--- config.mk ---
export PLATFORM = sky130hd
export DESIGN_NAME = uvc_payload_scheduler
export DESIGN_NICKNAME = d
export VERILOG_FILES = /design/src/rtl/uvc_payload_scheduler.sv
export SDC_FILE = /design/constraint.sdc
export NUM_CORES = 1
export LEC_CHECK = 0
export CAP_MARGIN = 10
export CORE_MARGIN = 4
export CORE_UTILIZATION = 50
export DETAILED_ROUTE_END_ITERATION = 10
export PLACE_DENSITY = 0.7
export SYNTH_ARGS = -nofsm -noshare
export SYNTH_HDL_FRONTEND = slang
export SYNTH_SLANG_ARGS = --single-unit
--- constraint.sdc ---
create_clock -name CLK_I -period 12.35 [get_ports CLK_I]
set_input_delay 2.47 -clock CLK_I [delete_from_list [all_inputs] [get_ports CLK_I]]
set_output_delay 2.47 -clock CLK_I [all_outputs]
set_load 0.1 [all_outputs]
--- src/rtl/uvc_payload_scheduler.sv ---
// uvc_payload_scheduler
//
// Paces the UVC payload packetizer. Frame ticks come from the USB SOF
// microframe stream (one tick every FRAME_INTERVAL microframes). Each frame
// is split into isochronous payloads, and at most PKTS_PER_UFRAME payloads
// start per microframe. For every payload the block supplies the byte
// count and the header FID/EOF bits.
//
// Ports:
//   CLK_I         in   1  clock
//   RST_I         in   1  asynchronous reset, active high
//   SOF_I         in   1  raw SOF level from the USB core (async to CLK_I)
//   EN_I          in   1  streaming enable, sampled at frame ticks
//   FIFO_EMPTY_I  in   1  endpoint FIFO empty, sampled at frame ticks
//   PKT_DONE_I    in   1  pulse: packetizer finished the current payload
//   PKT_START_O   out  1  pulse: start a payload
//   PKT_LEN_O     out 16  payload bytes including header
//   FID_O         out  1  header frame ID bit
//   EOF_O         out  1  header end-of-frame bit
//   VS_O          out  1  frame in progress
//   OVERRUN_O     out  1  sticky: frame tick seen while a frame was active
//
// state  | meaning
// IDLE   | no frame active, waiting for a frame tick
// ISSUE  | one cycle: PKT_START_O pulses, payload length/EOF already valid
// BUSY   | payload in flight, waiting for PKT_DONE_I
// GAP    | microframe payload budget used up, waiting for the next SOF

module uvc_payload_scheduler #(
    parameter int unsigned FRAME_SIZE      = 614400,
    parameter int unsigned PAYLOAD_SIZE    = 3072,
    parameter int unsigned HDR_LEN         = 12,
    parameter int unsigned FRAME_INTERVAL  = 104,
    parameter int unsigned PKTS_PER_UFRAME = 1
) (
    input  logic        CLK_I,
    input  logic        RST_I,
    input  logic        SOF_I,
    input  logic        EN_I,
    input  logic        FIFO_EMPTY_I,
    input  logic        PKT_DONE_I,
    output logic        PKT_START_O,
    output logic [15:0] PKT_LEN_O,
    output logic        FID_O,
    output logic        EOF_O,
    output logic        VS_O,
    output logic        OVERRUN_O
);

    localparam int          UCNT_W      = (FRAME_INTERVAL > 1) ? $clog2(FRAME_INTERVAL) : 1;
    localparam logic [31:0] C_FRAME     = 32'(FRAME_SIZE);
    localparam logic [31:0] C_MAX_DATA  = 32'(PAYLOAD_SIZE - HDR_LEN);
    localparam logic [31:0] C_HDR       = 32'(HDR_LEN);
    localparam logic [1:0]  C_PPU       = 2'(PKTS_PER_UFRAME);
    localparam logic [UCNT_W-1:0] C_UCNT_LAST = UCNT_W'(FRAME_INTERVAL - 1);

    typedef enum logic [1:0] {
        ST_IDLE  = 2'd0,
        ST_ISSUE = 2'd1,
        ST_BUSY  = 2'd2,
        ST_GAP   = 2'd3
    } state_t;

    state_t             r_state;
    state_t             w_state_nxt;

    logic               r_sof_meta;
    logic               r_sof_sync;
    logic               r_sof_prev;
    logic [UCNT_W-1:0]  r_ucnt;
    logic [1:0]         r_pcnt;
    logic [31:0]        r_remaining;
    logic [31:0]        r_dlen;
    logic [15:0]        r_pkt_len;
    logic               r_eof;
    logic               r_fid;
    logic               r_vs;
    logic               r_overrun;

    logic               w_sof_rise;
    logic               w_tick;
    logic               w_pkt_start;
    logic [1:0]         w_pcnt_eff;
    logic [31:0]        w_rem_nxt;
    logic [31:0]        w_dlen_nxt;
    logic               w_frame_start;
    logic               w_frame_done;

    // Edge detect on the synchronized level, one flop behind the
    // two-flop synchronizer so the metastable stage is never decoded.
    assign w_sof_rise  = r_sof_sync & ~r_sof_prev;
    assign w_tick      = w_sof_rise & (r_ucnt == '0);
    assign w_pkt_start = (r_state == ST_ISSUE);

    // A SOF arriving in the same cycle as PKT_DONE_I opens a fresh
    // microframe budget, so the decision uses the already-cleared count.
    assign w_pcnt_eff  = w_sof_rise ? 2'd0 : r_pcnt;

    assign w_dlen_nxt  = (w_rem_nxt < C_MAX_DATA) ? w_rem_nxt : C_MAX_DATA;

    always_ff @(posedge CLK_I or posedge RST_I) begin
        if (RST_I) begin
            r_state <= ST_IDLE;
        end else begin
            r_state <= w_state_nxt;
        end
    end

    always_comb begin
        w_state_nxt   = r_state;
        w_rem_nxt     = r_remaining;
        w_frame_start = 1'b0;
        w_frame_done  = 1'b0;
        case (r_state)
            ST_IDLE: begin
                if (w_tick && EN_I && FIFO_EMPTY_I) begin
                    w_rem_nxt     = C_FRAME;
                    w_frame_start = 1'b1;
                    w_state_nxt   = ST_ISSUE;
                end
            end
            ST_ISSUE: begin
                w_state_nxt = ST_BUSY;
            end
            ST_BUSY: begin
                if (PKT_DONE_I) begin
                    w_rem_nxt = r_remaining - r_dlen;
                    if (w_rem_nxt == '0) begin
                        w_frame_done = 1'b1;
                        w_state_nxt  = ST_IDLE;
                    end else if (w_pcnt_eff < C_PPU) begin
                        w_state_nxt = ST_ISSUE;
                    end else begin
                        w_state_nxt = ST_GAP;
                    end
                end
            end
            ST_GAP: begin
                if (w_sof_rise) begin
                    w_state_nxt = ST_ISSUE;
                end
            end
            default: begin
                w_state_nxt = ST_IDLE;
            end
        endcase
    end

    always_ff @(posedge CLK_I or posedge RST_I) begin
        if (RST_I) begin
            r_sof_meta  <= 1'b0;
            r_sof_sync  <= 1'b0;
            r_sof_prev  <= 1'b0;
            r_ucnt      <= '0;
            r_pcnt      <= 2'd0;
            r_remaining <= '0;
            r_dlen      <= '0;
            r_pkt_len   <= '0;
            r_eof       <= 1'b0;
            r_fid       <= 1'b0;
            r_vs        <= 1'b0;
            r_overrun   <= 1'b0;
        end else begin
            r_sof_meta  <= SOF_I;
            r_sof_sync  <= r_sof_meta;
            r_sof_prev  <= r_sof_sync;
            r_remaining <= w_rem_nxt;

            if (w_sof_rise) begin
                r_ucnt <= (r_ucnt == C_UCNT_LAST) ? '0 : r_ucnt + 1'b1;
            end

            if (w_sof_rise) begin
                r_pcnt <= w_pkt_start ? 2'd1 : 2'd0;
            end else if (w_pkt_start) begin
                r_pcnt <= r_pcnt + 2'd1;
            end

            // Length and EOF are latched on entry to ISSUE so they are
            // already valid in the PKT_START_O cycle and hold until the next.
            if (w_state_nxt == ST_ISSUE) begin
                r_dlen    <= w_dlen_nxt;
                r_pkt_len <= 16'(w_dlen_nxt + C_HDR);
                r_eof     <= (w_rem_nxt == w_dlen_nxt);
            end

            if (w_frame_start) begin
                r_vs <= 1'b1;
            end else if (w_frame_done) begin
                r_vs <= 1'b0;
            end

            if (w_frame_done) begin
                r_fid <= ~r_fid;
            end

            if (w_tick && (r_state != ST_IDLE)) begin
                r_overrun <= 1'b1;
            end
        end
    end

    assign PKT_START_O = w_pkt_start;
    assign PKT_LEN_O   = r_pkt_len;
    assign FID_O       = r_fid;
    assign EOF_O       = r_eof;
    assign VS_O        = r_vs;
    assign OVERRUN_O   = r_overrun;

endmodule

Word level (Yosys, flattened, before mapping). Index checks and enable logic that the tools add are counted.

Register bits after elaboration: 98.

Mux-type cells: 22. Bitwise gates (word level): 4. Reduce and logical (&&, ||, !) cells: 9. $add $sub $neg: 4. Equal/unequal tests: 6. Magnitude comparators: 2.

Operator list (number): two-way mux 32 bit (3); one-hot mux 32 bit (2 select lines) (1); == test 32 bit (1); zero test 32 bit (1); < comparator 32 x 12 -> 1 bit (second input constant) (1); subtractor 32 bit (1); adder 16 x 4 -> 16 bit (second input constant) (1); two-way mux 2 bit (8); two-way mux 1 bit (8); one-hot mux 2 bit (4 select lines) (1); adder 7 x 1 -> 7 bit (second input constant) (1); == test 7 bit (second input constant) (1); zero test 7 bit (1); two-way mux 7 bit (1); nonzero test 2 bit (3); == test 2 x 1 -> 1 bit (second input constant) (2); == test 2 bit (second input constant) (2); logical AND 1 bit (3); adder 2 x 1 -> 2 bit (second input constant) (1); bitwise AND 1 bit (2); zero test 2 bit (1); < comparator 2 x 1 -> 1 bit (second input constant) (1); inverter 1 bit (2).

Depth between registers and ports, before layout. Gate-level depths: netlist of the first run.

Depth in word-level cells: 10. Depth in mapped cells: 20. Gate-level depth less buffers: 19.

Worst setup path before layout of the first run. Ideal clock, no wire load.

Kind: input -> register. Start point: input FIFO_EMPTY_I. End point: register r_pkt_len[8], in the netlist PKT_LEN_O[8]. Stages: 14. Arrival: 5192 ps. Data required time: 12271 ps. Library setup time: 79 ps. Path slack: 7079 ps. Buffers on the path: 2. Path through: nand4_2 > and2_1 > buf_2 > a22oi_2 > inv_1 > a2111o_1 > nor4_2 > and2_0 > buf_4 > nand3_1 > ha_1 > o41ai_1 > o22ai_1 > mux2i_1.

Longest elaborated chain between the ends: 6. Elaborated cells on any way between the ends: 9.

RTL lines: start: declaration (line 40) `input logic FIFO_EMPTY_I,`; logical AND 1 bit (line 116) `if (w_tick && EN_I && FIFO_EMPTY_I) begin`; two-way mux 32 bit (line 116); one-hot mux 32 bit (2 select lines) (line 114) `case (r_state)`; named net w_rem_nxt[10] (line 84) `logic [31:0] w_rem_nxt;`; < comparator 32 x 12 -> 1 bit (line 99) `assign w_dlen_nxt = (w_rem_nxt < C_MAX_DATA) ? w_rem_nxt : C_MAX_DATA;`; two-way mux 32 bit (line 99); adder 16 x 4 -> 16 bit (line 183) `r_pkt_len <= 16'(w_dlen_nxt + C_HDR);`; end signal: assignment (line 183); end: declaration (line 74) `logic [15:0] r_pkt_len;`.

The timed path passes the listed nets, and every way through them passes these cells. A chain may end at the register's enable or synchronous reset.

Final worst setup path of the first run.
Start point: input PKT_DONE_I. End point: register r_pkt_len[8], in the netlist PKT_LEN_O[8].

Longest elaborated chain between the ends: 5. Elaborated cells on any way between the ends: 8.

RTL lines: start: declaration (line 41) `input logic PKT_DONE_I,`; two-way mux 32 bit (line 126) `if (PKT_DONE_I) begin`; one-hot mux 32 bit (2 select lines) (line 114); named net w_rem_nxt[10] (line 84); < comparator 32 x 12 -> 1 bit (line 99); two-way mux 32 bit (line 99); adder 16 x 4 -> 16 bit (line 183).

The timed path passes the listed nets, and every way through them passes these cells.

==> results of run 1 <==
## through the flow
| stage | instances | total power, mW | util | worst slack [ns] | cell area (um2) |
|---|---|---|---|---|---|
| CTS | 918 | 1.77 | 0.560 | 5.54 | 7160 |
| finish | 918 | 1.79 | 0.560 | 5.45 | 7160 |
| floorplan | 731 | 1.27 | - | 7.08 | 6580 |
| detailed placement | 902 | 1.49 | 0.539 | 5.22 | 6880 |
| global placement | 902 | 1.48 | 0.539 | 5.41 | 6880 |
| global route | 918 | 1.90 | 0.560 | 5.21 | 7160 |
## routing by layer
metal  global-route usage  share of wire
met4               0.0777          0.020
met2                0.378           0.47
met3               0.0373          0.065
met5                    0              0
met1                0.328           0.45
## sequential cells by signal, summed over array words and instances, names as in the netlist, 2 cells and up
signal       count
r_pcnt           2
r_dlen          32
r_state          2
r_remaining     32
r_ucnt           7
PKT_LEN_O       14
## critical path, cell delays in order
cell                              delay [ns]
sky130_fd_sc_hd__clkdlybuf4s50_1        0.52
sky130_fd_sc_hd__nand2_1                0.55
sky130_fd_sc_hd__and2_1                 0.65
sky130_fd_sc_hd__a22oi_2                0.35
sky130_fd_sc_hd__inv_1                  0.16
sky130_fd_sc_hd__a2111o_1               0.44
sky130_fd_sc_hd__nor4_2                 0.46
sky130_fd_sc_hd__and2_0                 0.46
sky130_fd_sc_hd__nand3_1                0.16
sky130_fd_sc_hd__ha_1                   0.29
sky130_fd_sc_hd__o41ai_1                0.39
sky130_fd_sc_hd__o22ai_1                0.12
sky130_fd_sc_hd__mux2i_1                0.13
## path summary, 6_finish.rpt
path	end
min	r_sof_sync$_DFF_PP0_
min in group asynchronous	r_ucnt[6]$_DFFE_PP0P_
max in group asynchronous	r_dlen[17]$_DFFE_PP0N_
max reg2reg	PKT_LEN_O[8]$_DFFE_PP0N_
max	PKT_LEN_O[8]$_DFFE_PP0N_
min reg2reg	r_sof_sync$_DFF_PP0_
## power breakdown
group / internal (mW) / leakage (nW) / switching (mW) / total (mW)
Clock: 0.140 / 0.140 / 0.130 / 0.270
Combinational: 0.378 / 1.75 / 0.693 / 1.07
Sequential: 0.376 / 1.21 / 0.0702 / 0.446
## layout make-up
type / instances / area [um2] / share of cell area
multi-input combinational: 545 / 3750 / 0.524
sequential: 96 / 2400 / 0.336
timing repair buffer: 29 / 283 / 0.0395
clock buffer: 10 / 229 / 0.0320
inverter: 60 / 228 / 0.0318
tap: 172 / 215 / 0.0301
clock inverter: 6 / 47.5 / 0.00664
## cells in the mapped netlist, types with 5 or more instances
library cell and n:
sky130_fd_sc_hd__and2_1 5, sky130_fd_sc_hd__xnor2_1 17, sky130_fd_sc_hd__clkbuf_1 10, sky130_fd_sc_hd__o21ai_0 37, sky130_fd_sc_hd__buf_4 6, sky130_fd_sc_hd__nand2b_1 6, sky130_fd_sc_hd__o21a_1 11, sky130_fd_sc_hd__a21oi_1 43
sky130_fd_sc_hd__a31oi_1 7, sky130_fd_sc_hd__or3_1 8, sky130_fd_sc_hd__xor2_1 10, sky130_fd_sc_hd__nand3_1 22, sky130_fd_sc_hd__o211ai_1 5, sky130_fd_sc_hd__a22o_1 8, sky130_fd_sc_hd__buf_6 6, sky130_fd_sc_hd__and3_1 8
sky130_fd_sc_hd__o22ai_1 6, sky130_fd_sc_hd__nand4_1 18, sky130_fd_sc_hd__nor2_1 67, sky130_fd_sc_hd__inv_1 60, sky130_fd_sc_hd__buf_2 6, sky130_fd_sc_hd__mux2_1 8, sky130_fd_sc_hd__a211oi_1 9, sky130_fd_sc_hd__dfrtp_1 96
sky130_fd_sc_hd__nor3_1 13, sky130_fd_sc_hd__nor2b_1 15, sky130_fd_sc_hd__nor4_1 8, sky130_fd_sc_hd__a21oi_2 7, sky130_fd_sc_hd__a21o_1 8, sky130_fd_sc_hd__mux2i_1 18, sky130_fd_sc_hd__ha_1 34, sky130_fd_sc_hd__nand2_1 64
## cells by family (layout without fill, tap and decap cells)
group | Yosys count | after routing | share of synthesized area
simple gates | 252 | 252 | 0.192
compound gates | 201 | 201 | 0.227
flops | 96 | 96 | 0.365
buf+inv | 90 | 105 | 0.0645
fa+ha+maj | 35 | 35 | 0.0677
mux | 30 | 30 | 0.0485
xor+xnor | 27 | 27 | 0.0359
==> results.rst, run 1 <==
.. list-table::
   :header-rows: 1

   * - Metric
     - Value
   * - Run status
     - finished clean
   * - YS warnings
     - 0
   * - Starting density of the core
     - 0.515
   * - Drt total wl
     - about 17000 um
   * - Setup repair after global routing missed its margin
     - false
   * - Height of the die
     - roughly 120 um
   * - Count of final setup violators
     - 0
   * - Arrival @ worst endpoint
     - 7.17 ns
   * - Worst Hold Slack
     - roughly 0.35 ns
   * - Maximum number of pins on one net before global-route repair
     - 52
   * - Count of unresolved DRC violations after routing
     - 0
   * - Number of rows created at floorplan
     - 41
   * - Number of antenna repair diodes
     - 0
   * - GP Congestion
     - 0.948
   * - Distinct cell type count after synthesis
     - 84
   * - Total of max-cap violations
     - 0
   * - Area of the placeable core
     - between 10000 and 15000 um2
   * - GRT Total Usage
     - 0.236
   * - Fraction of final layout cells with drive strength greater than 1
     - 0.0777
   * - Number of post-CTS setup repair buffers
     - 0
   * - Crit path required time
     - 12.62 ns
   * - H-tree depth reported by CTS
     - 3
   * - Area of the die
     - approximately 15000 um2
   * - Signed area change from the synthesized netlist to the final layout
     - 8.79%
   * - TritonCTS clock tree
     - done
   * - Number of gates resized after CTS
     - 0
   * - Skew final
     - roughly 0.0069 ns
   * - Number of global-route vias before repair
     - 5429
   * - Maximum frequency from static timing analysis
     - between 0.1 and 0.15 GHz
   * - Flip-flop and latch count after synthesis
     - 96
   * - Number of ports placed on the die boundary
     - 27
   * - Reg-to-reg setup timing slack
     - between 7 and 8 ns
   * - Most used cells in the layout excluding fill and tap cells
     - 96 x sky130_fd_sc_hd__dfrtp_1, 67 x sky130_fd_sc_hd__nor2_1, 64 x sky130_fd_sc_hd__nand2_1, 59 x sky130_fd_sc_hd__inv_1, 43 x sky130_fd_sc_hd__a21oi_1
   * - Max Transition Viols Final
     - 0
   * - Measured slew at the worst slew-check pin
     - approximately 0.99 ns
   * - Worst setup SP type
     - input pin
   * - Area of the mapped netlist
     - approximately 6600 um2
   * - Via-per-instance ratio
     - roughly 6
   * - Sequential-to-total area share from yosys stat
     - 0.365
   * - Final-report hold violation count
     - 0
   * - Clock latency reported for the late side of the worst-skew pair
     - between 0.3 and 0.4 ns
   * - Min-delay src
     - r_sof_meta$_DFF_PP0_
   * - Beginning of the worst register-to-register path
     - r_dlen[0]$_DFFE_PP0N_
   * - Total power per unit cell area
     - roughly 250 nW/um2
   * - Portion of the clock cycle consumed by the worst path in the final layout
     - 0.558
   * - Min-Delay Path Depth
     - 0
   * - Type of the tightest min-delay check
     - flip-flop to flip-flop
   * - Antenna violations before repair
     - 1
   * - Origin of the worst setup path
     - PKT_DONE_I
   * - Via count of the routed design
     - 5583
   * - Worst vdd ir
     - between 0.00009 and 0.0001 V
   * - Count of cells along the worst register-to-register path
     - 16
   * - Die Wd
     - between 100 and 150 um
   * - Total CTS buffers
     - 9
   * - Leading post-synthesis cells by cell area
     - sky130_fd_sc_hd__dfrtp_1 37%, sky130_fd_sc_hd__ha_1 6.5%, sky130_fd_sc_hd__nor2_1 3.8%
   * - Max Buffers Root-to-Sink
     - 2
   * - Most common cell after layout, fill and taps aside
     - sky130_fd_sc_hd__dfrtp_1
   * - Post-synthesis area per instance
     - around 9 um2
   * - Yosys top cell area share
     - 0.365
   * - Detailed Routing Iterations Pass 1
     - 6
   * - Number of synthesized flops with an enable pin
     - 0
   * - Sum of negative setup slack
     - 0 ns
   * - Worst setup path class
     - input pin to flip-flop
   * - Asr flop ratio synth
     - 1.00
   * - Net count of the mapped netlist
     - a little under 800
   * - Routed WL per cell
     - between 15 and 20 um
   * - Slew HR
     - 0.341
   * - Number of fill cells
     - approximately 1200
   * - Global-route wire length before repair
     - around 28000 um
   * - Iter 0 DRT Violations
     - around 550
   * - Total grt overflow
     - 0
   * - Port Buf Inserts
     - 26
   * - Final net count
     - 782
   * - Post-synthesis cell type with the largest combined area
     - sky130_fd_sc_hd__dfrtp_1
   * - Max FO, Critical Path
     - 32
   * - Root buffer selected by CTS
     - sky130_fd_sc_hd__clkbuf_16
   * - Kind of capture point of the worst setup path
     - flip-flop
   * - Hold Buf Count CTS
     - 0
   * - Register clock-pin slew on the reported worst setup and hold paths
     - ~0.07 ns
   * - Antenna-violating nets left
     - 0
   * - Synthesized netlist cell count
     - around 730
   * - Standby leakage power
     - a little over 3 nW
   * - Half-perimeter wire length of the detailed placement result
     - roughly 13000 um
   * - Most common flop cell mapped by yosys
     - sky130_fd_sc_hd__dfrtp_1
   * - Clock sink total
     - 96
   * - Post-layout min period
     - around 6.9 ns
Note: power is estimated with default switching activity, not from simulation.
==> run 2: changes to the inputs <==
==> constraint.sdc (replaced) <==
create_clock -name CLK_I -period 6.55 [get_ports CLK_I]
set_input_delay 1.31 -clock CLK_I [delete_from_list [all_inputs] [get_ports CLK_I]]
set_output_delay 1.31 -clock CLK_I [all_outputs]
set_load 0.1 [all_outputs]
==> run 2 against run 1 <==
Effect of this change:
- register-to-register slack got worse by 5.8 ns
- worst setup slack worse by 4.1 ns
- global-route usage increased by 0.94 points
- count of clock-buffer cells in the layout fell by 1
- combinational power increased by 91%
- final cell count is 0.22% higher
- critical path depth is 3 higher
- power grew 90%
- critical path type is now flip-flop to flip-flop
- largest cell class unchanged
==> results.rst, run 2 (synthesized netlist as in run 1, its figures left out) <==
.. list-table::
   :header-rows: 1

   * - Metric
     - Value
   * - Standby leakage power
     - roughly 3.1 nW
   * - Max Transition Viols Final
     - 0
   * - Routed WL per cell
     - about 19 um
   * - Half-perimeter wire length of the detailed placement result
     - roughly 14000 um
   * - H-tree depth reported by CTS
     - 3
   * - Area of the multi-input gates
     - between 3000 and 4000 um2
   * - Portion of the clock cycle consumed by the worst path in the final layout
     - 0.792
   * - Min-delay src
     - r_sof_meta$_DFF_PP0_
   * - Height of the die
     - about 120 um
   * - Total grt overflow
     - 0
   * - Count of unresolved DRC violations after routing
     - 0
   * - Via count of the routed design
     - between 5000 and 6000
   * - Worst vdd ir
     - ~0.00017 V
   * - Register area
     - about 2400 um2
   * - Drt total wl
     - 17500 um
   * - Clock sink total
     - 96
   * - Maximum number of pins on one net before global-route repair
     - 66
   * - Slew HR
     - 0.326
   * - Count of cells along the worst register-to-register path
     - 16
   * - Skew final
     - between 0.008 and 0.009 ns
   * - Kind of capture point of the worst setup path
     - flip-flop
   * - Area of the die
     - approximately 15000 um2
   * - Total CTS buffers
     - 9
   * - Port Buf Inserts
     - 26
   * - Clock latency reported for the late side of the worst-skew pair
     - between 0.3 and 0.4 ns
   * - Maximum frequency from static timing analysis
     - 0.193 GHz
   * - Final-report hold violation count
     - 0
   * - Number of gates resized after CTS
     - 0
   * - Post-layout min period
     - 5.19 ns
   * - Number of rows created at floorplan
     - 41
   * - Most used cells in the layout excluding fill and tap cells
     - 96 x sky130_fd_sc_hd__dfrtp_1, 67 x sky130_fd_sc_hd__nor2_1, 64 x sky130_fd_sc_hd__nand2_1, 59 x sky130_fd_sc_hd__inv_1, 43 x sky130_fd_sc_hd__a21oi_1
   * - Run status
     - finished clean
   * - Arrival @ worst endpoint
     - between 5 and 6 ns
   * - Crit-path slowest cell
     - sky130_fd_sc_hd__nor4_2
   * - Cells along the critical path
     - ha_1 > fa_1 > nand2b_1 > a21o_1 > a2111o_1 > a31oi_1 > xnor2_1 > and3_1 > a21oi_1 > nor4_2 > and2_0 > nand3_1 > ha_1 > o41ai_1 > o22ai_1 > mux2i_1
   * - Reg-to-reg setup timing slack
     - ~1.4 ns
   * - Capture endpoint of the worst hold path
     - r_sof_sync$_DFF_PP0_
   * - Number of post-CTS setup repair buffers
     - 0
   * - Number of fill cells
     - roughly 1100
   * - Highest cell delay on the worst timing path
     - ~0.67 ns
   * - Beginning of the worst register-to-register path
     - r_dlen[0]$_DFFE_PP0N_
   * - Iter 0 DRT Violations
     - between 500 and 600
   * - Sum of negative setup slack
     - 0 ns
   * - Fraction of final layout cells with drive strength greater than 1
     - 0.0816
   * - GRT Total Usage
     - 0.245
   * - Max Buffers Root-to-Sink
     - 2
   * - R2r endpoint
     - PKT_LEN_O[8]$_DFFE_PP0N_
   * - Number of antenna repair diodes
     - 0
   * - TritonCTS clock tree
     - done
   * - Number of ports placed on the die boundary
     - 27
   * - Origin of the worst setup path
     - r_dlen[0]$_DFFE_PP0N_
   * - Final net count
     - 784
   * - Area of the placeable core
     - ~13000 um2
   * - Via-per-instance ratio
     - approximately 6
   * - Hold Buf Count CTS
     - 0
   * - Buf/Inv on CP
     - 0
   * - Most prevalent standard cell on the critical path
     - sky130_fd_sc_hd__ha_1
   * - Min-Delay Path Depth
     - 0
   * - Setup repair after global routing missed its margin
     - false
   * - Signed area change from the synthesized netlist to the final layout
     - 9.15%
   * - Largest delay contributor family on the critical path
     - simple AND/OR/NAND/NOR gates
   * - Worst setup SP type
     - flip-flop
   * - Most common cell after layout, fill and taps aside
     - sky130_fd_sc_hd__dfrtp_1
   * - Global-route wire length before repair
     - roughly 29000 um
   * - GP Congestion
     - 0.897
   * - Antenna violations before repair
     - 0
   * - Die Wd
     - approximately 120 um
   * - Total power per unit cell area
     - 473 nW/um2
   * - Number of global-route vias before repair
     - 5427
   * - Total of max-cap violations
     - 0
   * - Count of final setup violators
     - 0
   * - Antenna-violating nets left
     - 0
   * - Root buffer selected by CTS
     - sky130_fd_sc_hd__clkbuf_16
   * - Max FO, Critical Path
     - 9
   * - Type of the tightest min-delay check
     - flip-flop to flip-flop
   * - Measured slew at the worst slew-check pin
     - slightly above 1 ns
   * - Worst setup path class
     - flip-flop to flip-flop
   * - Starting density of the core
     - 0.515
   * - Final Power
     - approximately 3.4 mW
   * - Register clock-pin slew on the reported worst setup and hold paths
     - 0.07 ns
   * - Detailed Routing Iterations Pass 1
     - 5
   * - Crit path required time
     - 6.83 ns
## run 2: cell count changes in the layout (fill, tap and decap cells not counted), sizes merged
cell / change
clkbuf: -1
clkinv: -1
buf: +2
clkinvlp: +2
## run 2: worst max-delay path by stage
stage / end / slack (ns) / depth (start not counted)
2_1_floorplan: PKT_LEN_O[8]$_DFFE_PP0N_ / 2.29 / 17
3_3_place_gp: PKT_LEN_O[8]$_DFFE_PP0N_ / 1.28 / 13
3_5_place_dp: PKT_LEN_O[8]$_DFFE_PP0N_ / 1.10 / 12
4_1_cts: PKT_LEN_O[8]$_DFFE_PP0N_ / 1.43 / 16
5_1_grt: PKT_LEN_O[8]$_DFFE_PP0N_ / 1.01 / 16
6_report: PKT_LEN_O[8]$_DFFE_PP0N_ / 1.36 / 16
## run 2: area by class of cell
class | count | share of cell area
clock buffers | 9 | 0.0314
clock inverters | 7 | 0.00836
inverters | 60 | 0.0317
multi-input cells | 545 | 0.523
flip-flops and latches | 96 | 0.335
well taps | 172 | 0.0300
repair buffers | 31 | 0.0415
## run 2: metal layers
metal  track usage  up-vias  part of all wire
li1              -     2674                 -
met1         0.332     2665              0.46
met2         0.394      193              0.46
met3        0.0309       49             0.041
met4         0.111        0             0.040
met5             0        -                 0
## run 2: power breakdown
group          total [mW]  internal, mW  switching (mW)
Sequential          0.835         0.708           0.127
Clock               0.518         0.265           0.253
Combinational        2.04         0.717            1.32
## run 2: stage by stage
stage                     worst slack, ns  hold WS, ns  instance area, um2   util  instances
after floorplan                      2.29        0.331                6580      -        731
after global placement               1.28        0.340                6900  0.540        904
after detailed placement             1.10        0.343                6900  0.540        904
after CTS                            1.43        0.360                7180  0.562        920
after global routing                 1.01        0.372                7180  0.562        920
final                                1.36        0.358                7180  0.562        920
